[config.mk]
export PLATFORM = sky130hd
export DESIGN_NAME = sad_accum_select
export DESIGN_NICKNAME = d
export VERILOG_FILES = /design/src/rtl/sad_accum_select.sv
export SDC_FILE = /design/constraint.sdc
export NUM_CORES = 2
export LEC_CHECK = 0
export ABC_CLOCK_PERIOD_IN_PS = 17400
export CORE_AREA = 2 2 635 637
export CTS_CLUSTER_SIZE = 16
export DETAILED_ROUTE_END_ITERATION = 7
export DIE_AREA = 0 0 637 639
export SETUP_SLACK_MARGIN = 0.02
export SYNTH_ARGS = -nofsm -noshare
export SYNTH_HDL_FRONTEND = slang
export SYNTH_SLANG_ARGS = --single-unit
[constraint.sdc]
create_clock -name clk -period 17.4 [get_ports clk]
set_input_delay 2.61 -clock clk [delete_from_list [all_inputs] [get_ports clk]]
set_output_delay 2.61 -clock clk [all_outputs]
set_load 0.02 [all_outputs]
[src/rtl/sad_accum_select.sv]
// Accumulates 8x8 block SADs for 25 quarter-pel candidates, then scans them sequentially for the minimum.
// Optional build macro SAD_CENTER_PREF_EN: scan the full-pel centre first so ties favour it.
module sad_accum_select #(
  parameter int LINES = 8,
  parameter int PIX   = 8,
  parameter int ACC_W = 8 + $clog2(PIX) + $clog2(LINES)
) (
  input  logic               clk,
  input  logic               rst,
  input  logic               in_valid,
  output logic               in_ready,
  input  logic [25*PIX*8-1:0] diff_in,
  output logic               out_valid,
  input  logic               out_ready,
  output logic [4:0]         best_idx,
  output logic [ACC_W-1:0]   best_sad,
  output logic [2:0]         mv_x,
  output logic [2:0]         mv_y
);

  localparam int NCAND = 25;
  localparam int SUM_W = 8 + $clog2(PIX);
  localparam int CNT_W = $clog2(LINES);

  typedef enum logic [1:0] {ACCUM, SEARCH, DONE} state_t;

  state_t           state;
  logic [CNT_W-1:0] line_cnt;
  logic [4:0]       scan_cnt;
  logic [ACC_W-1:0] acc [NCAND];
  logic [SUM_W-1:0] line_sum [NCAND];
  logic [4:0]       scan_idx;
  logic [2:0]       scan_row;
  logic [2:0]       scan_col;
  logic [2:0]       scan_mv_x;
  logic [2:0]       scan_mv_y;

  assign in_ready  = (state == ACCUM);
  assign out_valid = (state == DONE);

  always_comb begin
    for (int c = 0; c < NCAND; c++) begin
      line_sum[c] = '0;
      for (int p = 0; p < PIX; p++) begin
        line_sum[c] = line_sum[c] + SUM_W'(diff_in[c*PIX*8 + p*8 +: 8]);
      end
    end
  end

  // Map scan step to candidate index, then index to its quarter-pel vector.
  always_comb begin
`ifdef SAD_CENTER_PREF_EN
    if (scan_cnt == 5'd0)
      scan_idx = 5'd12;
    else if (scan_cnt <= 5'd12)
      scan_idx = scan_cnt - 5'd1;
    else
      scan_idx = scan_cnt;
`else
    scan_idx = scan_cnt;
`endif
    scan_row = 3'd0;
    if (scan_idx >= 5'd20)
      scan_row = 3'd4;
    else if (scan_idx >= 5'd15)
      scan_row = 3'd3;
    else if (scan_idx >= 5'd10)
      scan_row = 3'd2;
    else if (scan_idx >= 5'd5)
      scan_row = 3'd1;
    scan_col  = 3'(scan_idx - {scan_row, 2'b00} - {2'b00, scan_row});
    scan_mv_y = scan_row - 3'd2;
    scan_mv_x = scan_col - 3'd2;
  end

  always_ff @(posedge clk or posedge rst) begin
    if (rst) begin
      state    <= ACCUM;
      line_cnt <= '0;
      scan_cnt <= '0;
      best_idx <= '0;
      best_sad <= '0;
      mv_x     <= '0;
      mv_y     <= '0;
      for (int c = 0; c < NCAND; c++) acc[c] <= '0;
    end else begin
      case (state)
        ACCUM: begin
          if (in_valid) begin
            // First line of a block loads, so nothing from a previous block survives.
            for (int c = 0; c < NCAND; c++) begin
              if (line_cnt == '0)
                acc[c] <= ACC_W'(line_sum[c]);
              else
                acc[c] <= acc[c] + ACC_W'(line_sum[c]);
            end
            if (line_cnt == CNT_W'(LINES - 1)) begin
              line_cnt <= '0;
              scan_cnt <= '0;
              state    <= SEARCH;
            end else begin
              line_cnt <= line_cnt + CNT_W'(1);
            end
          end
        end
        SEARCH: begin
          if (scan_cnt == 5'd0 || acc[scan_idx] < best_sad) begin
            best_sad <= acc[scan_idx];
            best_idx <= scan_idx;
            mv_x     <= scan_mv_x;
            mv_y     <= scan_mv_y;
          end
          if (scan_cnt == 5'd24) begin
            scan_cnt <= '0;
            state    <= DONE;
          end else begin
            scan_cnt <= scan_cnt + 5'd1;
          end
        end
        DONE: begin
          if (out_ready) state <= ACCUM;
        end
        default: state <= ACCUM;
      endcase
    end
  end

endmodule

### Word-level counts from Yosys, hierarchy flattened

Cells that the tools add are included.
Widths: inputs -> output; s select.

| word-level totals | value |
|---|---|
| bits in registers | 385 |
| latch bits | 0 |
| bits in writable memories | 0 |
| memory bits (read-only) | 0 |
| input port bits | 1,604 |
| memories kept | 0 |

| operators by class | value |
|---|---|
| $add $sub $neg | 206 |
| $mul | 0 |
| divide/modulo/power cells | 0 |
| magnitude comparators | 6 |
| equal/unequal tests | 8 |
| shifts and indexed selects | 0 |
| multiplexer cells | 42 |
| bitwise operators | 1 |
| reduce and logical (&&, ||, !) cells | 9 |

Operators by type and width:

| cell | number |
|---|---|
| $add 11x8->11 | 100 |
| $mux 14 | 27 |
| $add 14x11->14 | 25 |
| $add 10x8->11 | 25 |
| $add 9x8->10 | 25 |
| $add 8x8->9 | 25 |
| $bmux 14 s5 | 1 |
| $mux 5 | 3 |
| $lt 14x14->1 | 1 |
| $mux 2 | 6 |
| $ge 5x4->1 const B | 2 |
| $pmux 5 s2 | 1 |
| $ge 6x6->1 const B | 1 |
| $mux 3 | 2 |
| $not 5->6 | 1 |
| $pmux 2 s3 | 1 |
| $sub 3x2->3 const B | 2 |
| $sub 3x3->3 | 2 |
| $add 5x1->5 const B | 1 |
| $eq 5x5->1 const B | 1 |
| $ge 5x3->1 const B | 1 |
| $ge 5x5->1 const B | 1 |
| $logic_not 5->1 | 1 |
| $ne 2x1->1 const B | 2 |
| 13 further kinds | 15 |

### Logic depth before layout (Yosys ltp)

| logic depth | value |
|---|---|
| depth in word-level cells | 9 |
| gate-level depth with buffers | 24 |

### Worst setup path before layout

No wires, ideal clock.

| timing path | value |
|---|---|
| path kind | input port to flip-flop |
| start | in diff_in[1498] |
| end | reg acc[27] (netlist name) |
| library setup time | 0.069 ns |
| data arrival time | 7.608 ns |
| path slack | 9.723 ns |
| cell stages on the path | 21 |
| buffers on the path | 0 |
| path through | inv_1 -> fa_1 -> inv_1 -> fa_1 -> fa_1 -> fa_1 -> ha_1 -> fa_1 -> a21o_1 -> a21oi_1 -> nor2b_1 -> o21a_1 -> nor2_1 -> xnor2_1 -> ha_1 -> and3_1 -> nand3_1 -> and3_1 -> a211o_1 -> or4_1 -> nand3_1 |

| between the ends | value |
|---|---|
| word-level cells in the longest chain between the ends | 7 |

Ends and longest elaborated chain:

| item | line | text |
|---|---|---|
| from (decl) | 12 | `input logic [25*PIX*8-1:0] diff_in,` |
| $add 10x8->11 | 45 | `line_sum[c] = line_sum[c] + SUM_W'(diff_in[c*PIX*8 + p*8 +: 8]);` |
| $add 11x8->11 (4 in a row) | 45 |  |
| $add 14x11->14 | 95 | `acc[c] <= acc[c] + ACC_W'(line_sum[c]);` |
| $mux 14 | 92 | `if (line_cnt == '0)` |
| to (signal, indexed assignment) | 93 | `acc[c] <= ACC_W'(line_sum[c]);` |
| to (signal, indexed assignment) | 95 |  |
| to (decl) | 30 | `logic [ACC_W-1:0] acc [NCAND];` |

No other way between the ends.
A chain may end at the register's enable or synchronous reset.

### Worst setup path after layout

| timing path | value |
|---|---|
| start | in diff_in[9] |
| end | reg acc[349] (netlist name) |

| between the ends | value |
|---|---|
| word-level cells in the longest chain between the ends | 9 |

Ends and longest elaborated chain:

| item | line |
|---|---|
| $add 8x8->9 | 45 |
| $add 9x8->10 | 45 |
| $add 10x8->11 | 45 |
| $add 11x8->11 (4 in a row) | 45 |
| $add 14x11->14 | 95 |
| $mux 14 | 92 |

No other way between the ends.

==> impl.org <==
** Run
- Max cap viols :: 0

** Timing
- The final critical path takes up 46.3% of the cycle.
- The count of endpoints failing hold in the final timing report came to 0.
- Setup total negative slack :: 0 ns
- Between clock sinks in the finished design, the worst skew comes to 0.106 ns.
- Final min period :: 8.06 ns
- Setup repair after global routing left no endpoint under its margin.
- The number of pins with negative max-slew slack in the final report was 0.
- Worst slew slack as a fraction of its limit :: 6.19%
- Number of failing setup endpoints in the final timing report :: 0
- Highest attainable clock frequency :: 124 MHz
- Pin slew with the least headroom to its limit :: 1.41 ns

** Floorplanning
- The floorplan step set the die width to 637 µm.
- For this configuration, the core starts out at a cell density of 18.2%.
- The floorplan has 233 rows.
- Vertical die dimension :: 639 µm
- I/O pin cnt :: 1631
- Core outline area :: 401000 µm²
- The die covers 407000 µm².

** GRT
- The first global-routing pass estimated 440000 µm of wire.
- Residual overflow from global routing :: 0
- Global routing consumed, over all layers together, 15.0% of the routing resources.
- Initial antenna violation count :: 113
- Entering global routing, the biggest net connects 209 pins.
- The via count of the first global-routing pass was 62709.

** Clocking
- After clock tree synthesis, the clock-pin slew on the worst setup and hold paths is 0.06 ns.
- The clock passes through at most 3 buffers.
- The tree built by TritonCTS fans out to 385 sinks.
- The H-tree generated during clock tree synthesis spans 2 levels.
- TritonCTS clock tree :: done
- The root buffer cell chosen for the clock tree is sky130_fd_sc_hd__clkbuf_16.
- Inserted Clock Buffers :: 58
- For the worst-skew pair, the clock arrives at the later sink with an insertion delay of 0.76 ns.
- Once the clock tree was built, the resizer swapped 0 gates to a different size.
- Post-CTS repair timing setup buffer count :: 0
- In this run, post-CTS hold repair placed 0 buffers.

** Routing
- The first TritonRoute pass finished after 6 iterations.
- Total vias in the final route :: 60871
- Total Routed Length :: 310000 µm
- Iteration-0 DRC count of the detailed router :: 3234
- Detail Route Antenna Nets :: 0
- Final routed DRC violation total :: 0
- Dividing the detail-routed wire length by the instance count gives 20.4 µm.
- Mean number of vias per cell :: 3.99

** Synth
- Sequential elements use 13.2% of the synthesized area.
- Count of cell types in the netlist :: 70
- Summing every instance area after synthesis gives 73000 µm².
- In the synthesized netlist the async set-or-reset flop fraction comes to 100%.
- The number of nets in the synthesized netlist is 11780.
- Yosys warnings :: 0
- Average footprint of a synthesized cell :: 8.74 µm²
- For this run, the leading register cell type out of synthesis is sky130_fd_sc_hd__dfrtp_1.
- Yosys mapped a number of flops with a built-in enable equal to 0.
- Register bit total from synthesis :: 385
- Synthesized instance count :: 8353

** Setup path
- R2r startpoint :: scan_cnt[0]$_DFFE_PP0P_
- The worst setup path is launched from a primary input.
- Data on the critical path is required at its endpoint by 17.99 ns.
- Of all nets on the critical path, the largest fanout is 6.
- Worst R2R End :: best_sad[6]$_DFFE_PP0P_
- Across all register-to-register paths, the minimum setup slack is 10.60 ns.
- The critical path is of the primary input to register type.
- Counting cells, the worst reg-to-reg path comes to 13.
- STA classifies the critical path endpoint as a register.
- For the worst setup path, the data arrival time is 8.65 ns.

** Placement
- Sum of net half-perimeters after detailed placement :: 276000 µm
- Counting tap cells, the placed design contains a total of 15111 instances.
- Routability-driven placement finished with a final weighted congestion of 0.928.
- I/O Buffers :: 1630

** Final layout
- Cells with a size suffix above 1 make up 2.98% of the layout.
- Compared with the post-synthesis result, the final layout area differs by 33.7%.
- Post-layout net count :: 13311
- The finished layout holds 15252 standard cells, fillers aside.

** Hold path
- In this run the most critical hold path is launched from acc[173]$_DFFE_PP0P_.
- The worst hold path passes through 2 cells.
- The path class of the tightest hold or removal check is register to register.
- The path with the worst hold slack has its endpoint at acc[173]$_DFFE_PP0P_.

** Status
- The run finished with clean final reports.
[critical path, cell delays in order]
cell and delay, ns:
sky130_fd_sc_hd__clkdlybuf4s50_1 0.47, sky130_fd_sc_hd__inv_1 0.16, sky130_fd_sc_hd__fa_1 0.51, sky130_fd_sc_hd__inv_1 0.12, sky130_fd_sc_hd__fa_1 0.44, sky130_fd_sc_hd__fa_1 0.52, sky130_fd_sc_hd__fa_1 0.42, sky130_fd_sc_hd__ha_1 0.23
sky130_fd_sc_hd__fa_1 0.46, sky130_fd_sc_hd__a21o_1 0.17, sky130_fd_sc_hd__a21oi_1 0.21, sky130_fd_sc_hd__nor2b_1 0.07, sky130_fd_sc_hd__o21a_1 0.18, sky130_fd_sc_hd__nor2_1 0.11, sky130_fd_sc_hd__xnor2_1 0.31, sky130_fd_sc_hd__ha_1 0.41
sky130_fd_sc_hd__and3_1 0.20, sky130_fd_sc_hd__a311oi_1 0.40, sky130_fd_sc_hd__o21bai_1 0.11, sky130_fd_sc_hd__a21o_1 0.21, sky130_fd_sc_hd__nand4_1 0.11, sky130_fd_sc_hd__mux2i_1 0.19
[cell usage after synthesis (17+ instances only)]
cell	instances	area, µm²
sky130_fd_sc_hd__a211o_1	26	228
sky130_fd_sc_hd__a211oi_1	77	578
sky130_fd_sc_hd__a21o_1	120	901
sky130_fd_sc_hd__a21oi_1	391	1960
sky130_fd_sc_hd__a221o_1	21	210
sky130_fd_sc_hd__a22oi_1	32	240
sky130_fd_sc_hd__a31oi_1	97	607
sky130_fd_sc_hd__and2_1	25	156
sky130_fd_sc_hd__and3_1	62	388
sky130_fd_sc_hd__buf_1	17	63.8
sky130_fd_sc_hd__clkbuf_1	154	578
sky130_fd_sc_hd__dfrtp_1	385	9630
sky130_fd_sc_hd__fa_1	1200	24000
sky130_fd_sc_hd__ha_1	623	7790
sky130_fd_sc_hd__inv_1	2511	9430
sky130_fd_sc_hd__mux2_4	18	270
sky130_fd_sc_hd__mux2i_1	88	881
sky130_fd_sc_hd__mux4_2	70	1580
sky130_fd_sc_hd__nand2_1	468	1760
sky130_fd_sc_hd__nand2b_1	49	307
sky130_fd_sc_hd__nand3_1	109	546
sky130_fd_sc_hd__nor2_1	488	1830
sky130_fd_sc_hd__nor2b_1	43	269
sky130_fd_sc_hd__nor3_1	114	571
sky130_fd_sc_hd__o211ai_1	23	173
sky130_fd_sc_hd__o21a_1	84	631
sky130_fd_sc_hd__o21ai_0	396	1980
sky130_fd_sc_hd__o21bai_1	40	300
sky130_fd_sc_hd__o31a_1	33	289
sky130_fd_sc_hd__o31ai_1	17	128
sky130_fd_sc_hd__or2_2	39	244
sky130_fd_sc_hd__or3_1	54	338
sky130_fd_sc_hd__xnor2_1	198	1730
sky130_fd_sc_hd__xor2_1	79	692
[worst max-delay path by stage]
| stage | depth (start not counted) | start | slack, ns | end |
|---|---|---|---|---|
| floorplan | 1 | rst | 4.09 | acc[0]$_DFFE_PP0P_ |
| global placement | 22 | diff_in[9] | 8.54 | acc[349]$_DFFE_PP0P_ |
| detailed placement | 22 | diff_in[9] | 8.59 | acc[349]$_DFFE_PP0P_ |
| CTS | 22 | diff_in[9] | 9.37 | acc[349]$_DFFE_PP0P_ |
| global route | 22 | diff_in[9] | 9.07 | acc[347]$_DFFE_PP0P_ |
| finish | 22 | diff_in[9] | 9.34 | acc[349]$_DFFE_PP0P_ |
[layout make-up]
class,instances,area [µm²]
Clock buffer,77,1630
Clock inverter,33,434
Fill cell,43442,303000
Sequential cell,385,9650
Multi-Input combinational cell,5263,53200
Inverter,2513,9440
Antenna cell,31,77.6
Tap cell,5287,6620
Timing Repair Buffer,1663,16600
[cells in the final DEF (no fill, tap or decap), types with 31 or more instances in the layout]
cell,synthesis,layout
sky130_fd_sc_hd__a211oi_1,77,77
sky130_fd_sc_hd__a21o_1,120,120
sky130_fd_sc_hd__a21oi_1,391,391
sky130_fd_sc_hd__a22oi_1,32,32
sky130_fd_sc_hd__a31oi_1,97,97
sky130_fd_sc_hd__and3_1,62,62
sky130_fd_sc_hd__clkbuf_16,0,58
sky130_fd_sc_hd__clkdlybuf4s50_1,0,1630
sky130_fd_sc_hd__dfrtp_1,385,382
sky130_fd_sc_hd__diode_2,0,31
sky130_fd_sc_hd__fa_1,1200,1200
sky130_fd_sc_hd__ha_1,623,623
sky130_fd_sc_hd__inv_1,2511,2510
sky130_fd_sc_hd__mux2i_1,88,88
sky130_fd_sc_hd__mux4_2,70,70
sky130_fd_sc_hd__nand2_1,468,465
sky130_fd_sc_hd__nand2b_1,49,48
sky130_fd_sc_hd__nand3_1,109,109
sky130_fd_sc_hd__nor2_1,488,486
sky130_fd_sc_hd__nor2b_1,43,42
sky130_fd_sc_hd__nor3_1,114,114
sky130_fd_sc_hd__o21a_1,84,84
sky130_fd_sc_hd__o21ai_0,396,396
sky130_fd_sc_hd__o21bai_1,40,40
sky130_fd_sc_hd__o31a_1,33,33
sky130_fd_sc_hd__or2_2,39,39
sky130_fd_sc_hd__or3_1,54,54
sky130_fd_sc_hd__xnor2_1,198,198
sky130_fd_sc_hd__xor2_1,79,79
[metrics by stage]
step	setup WS [ns]	util (%)	hold slack [ns]	instance area (µm²)
after floorplan	4.09	-	0.473	73000
after global placement	8.54	23.8	0.494	95500
after detailed placement	8.59	23.8	0.496	95500
after CTS	9.37	24.3	0.515	97500
after global routing	9.07	24.3	0.539	97600
final	9.34	24.3	0.509	97600
[cell families after synthesis]
kind of cell	after synthesis	synth area share, %
AOI/OAI and AO/OA	1474	12.7
buffers and inverters	2705	14.0
xor gates and xnor gates	277	3.32
and+or+nand+nor	1512	9.41
muxes	177	3.75
adders and majority gates	1823	43.6
DFF	385	13.2
[registers in the layout (all words and copies together) (netlist names)]
register  cells
acc         350
best_idx      5
best_sad     14
line_cnt      3
mv_x          3
mv_y          3
scan_cnt      5
state         2
[metal layers]
metal	share of wire (%)	track usage [%]	wire length (µm)
met5	0.10	0	309
met1	41	18.5	128000
met3	5.4	2.61	16900
met4	3.4	4.48	10700
met2	50	26.4	154000
Power is not shown: default switching activity piles up to over one toggle a cycle in this logic, so the estimate is an artifact.
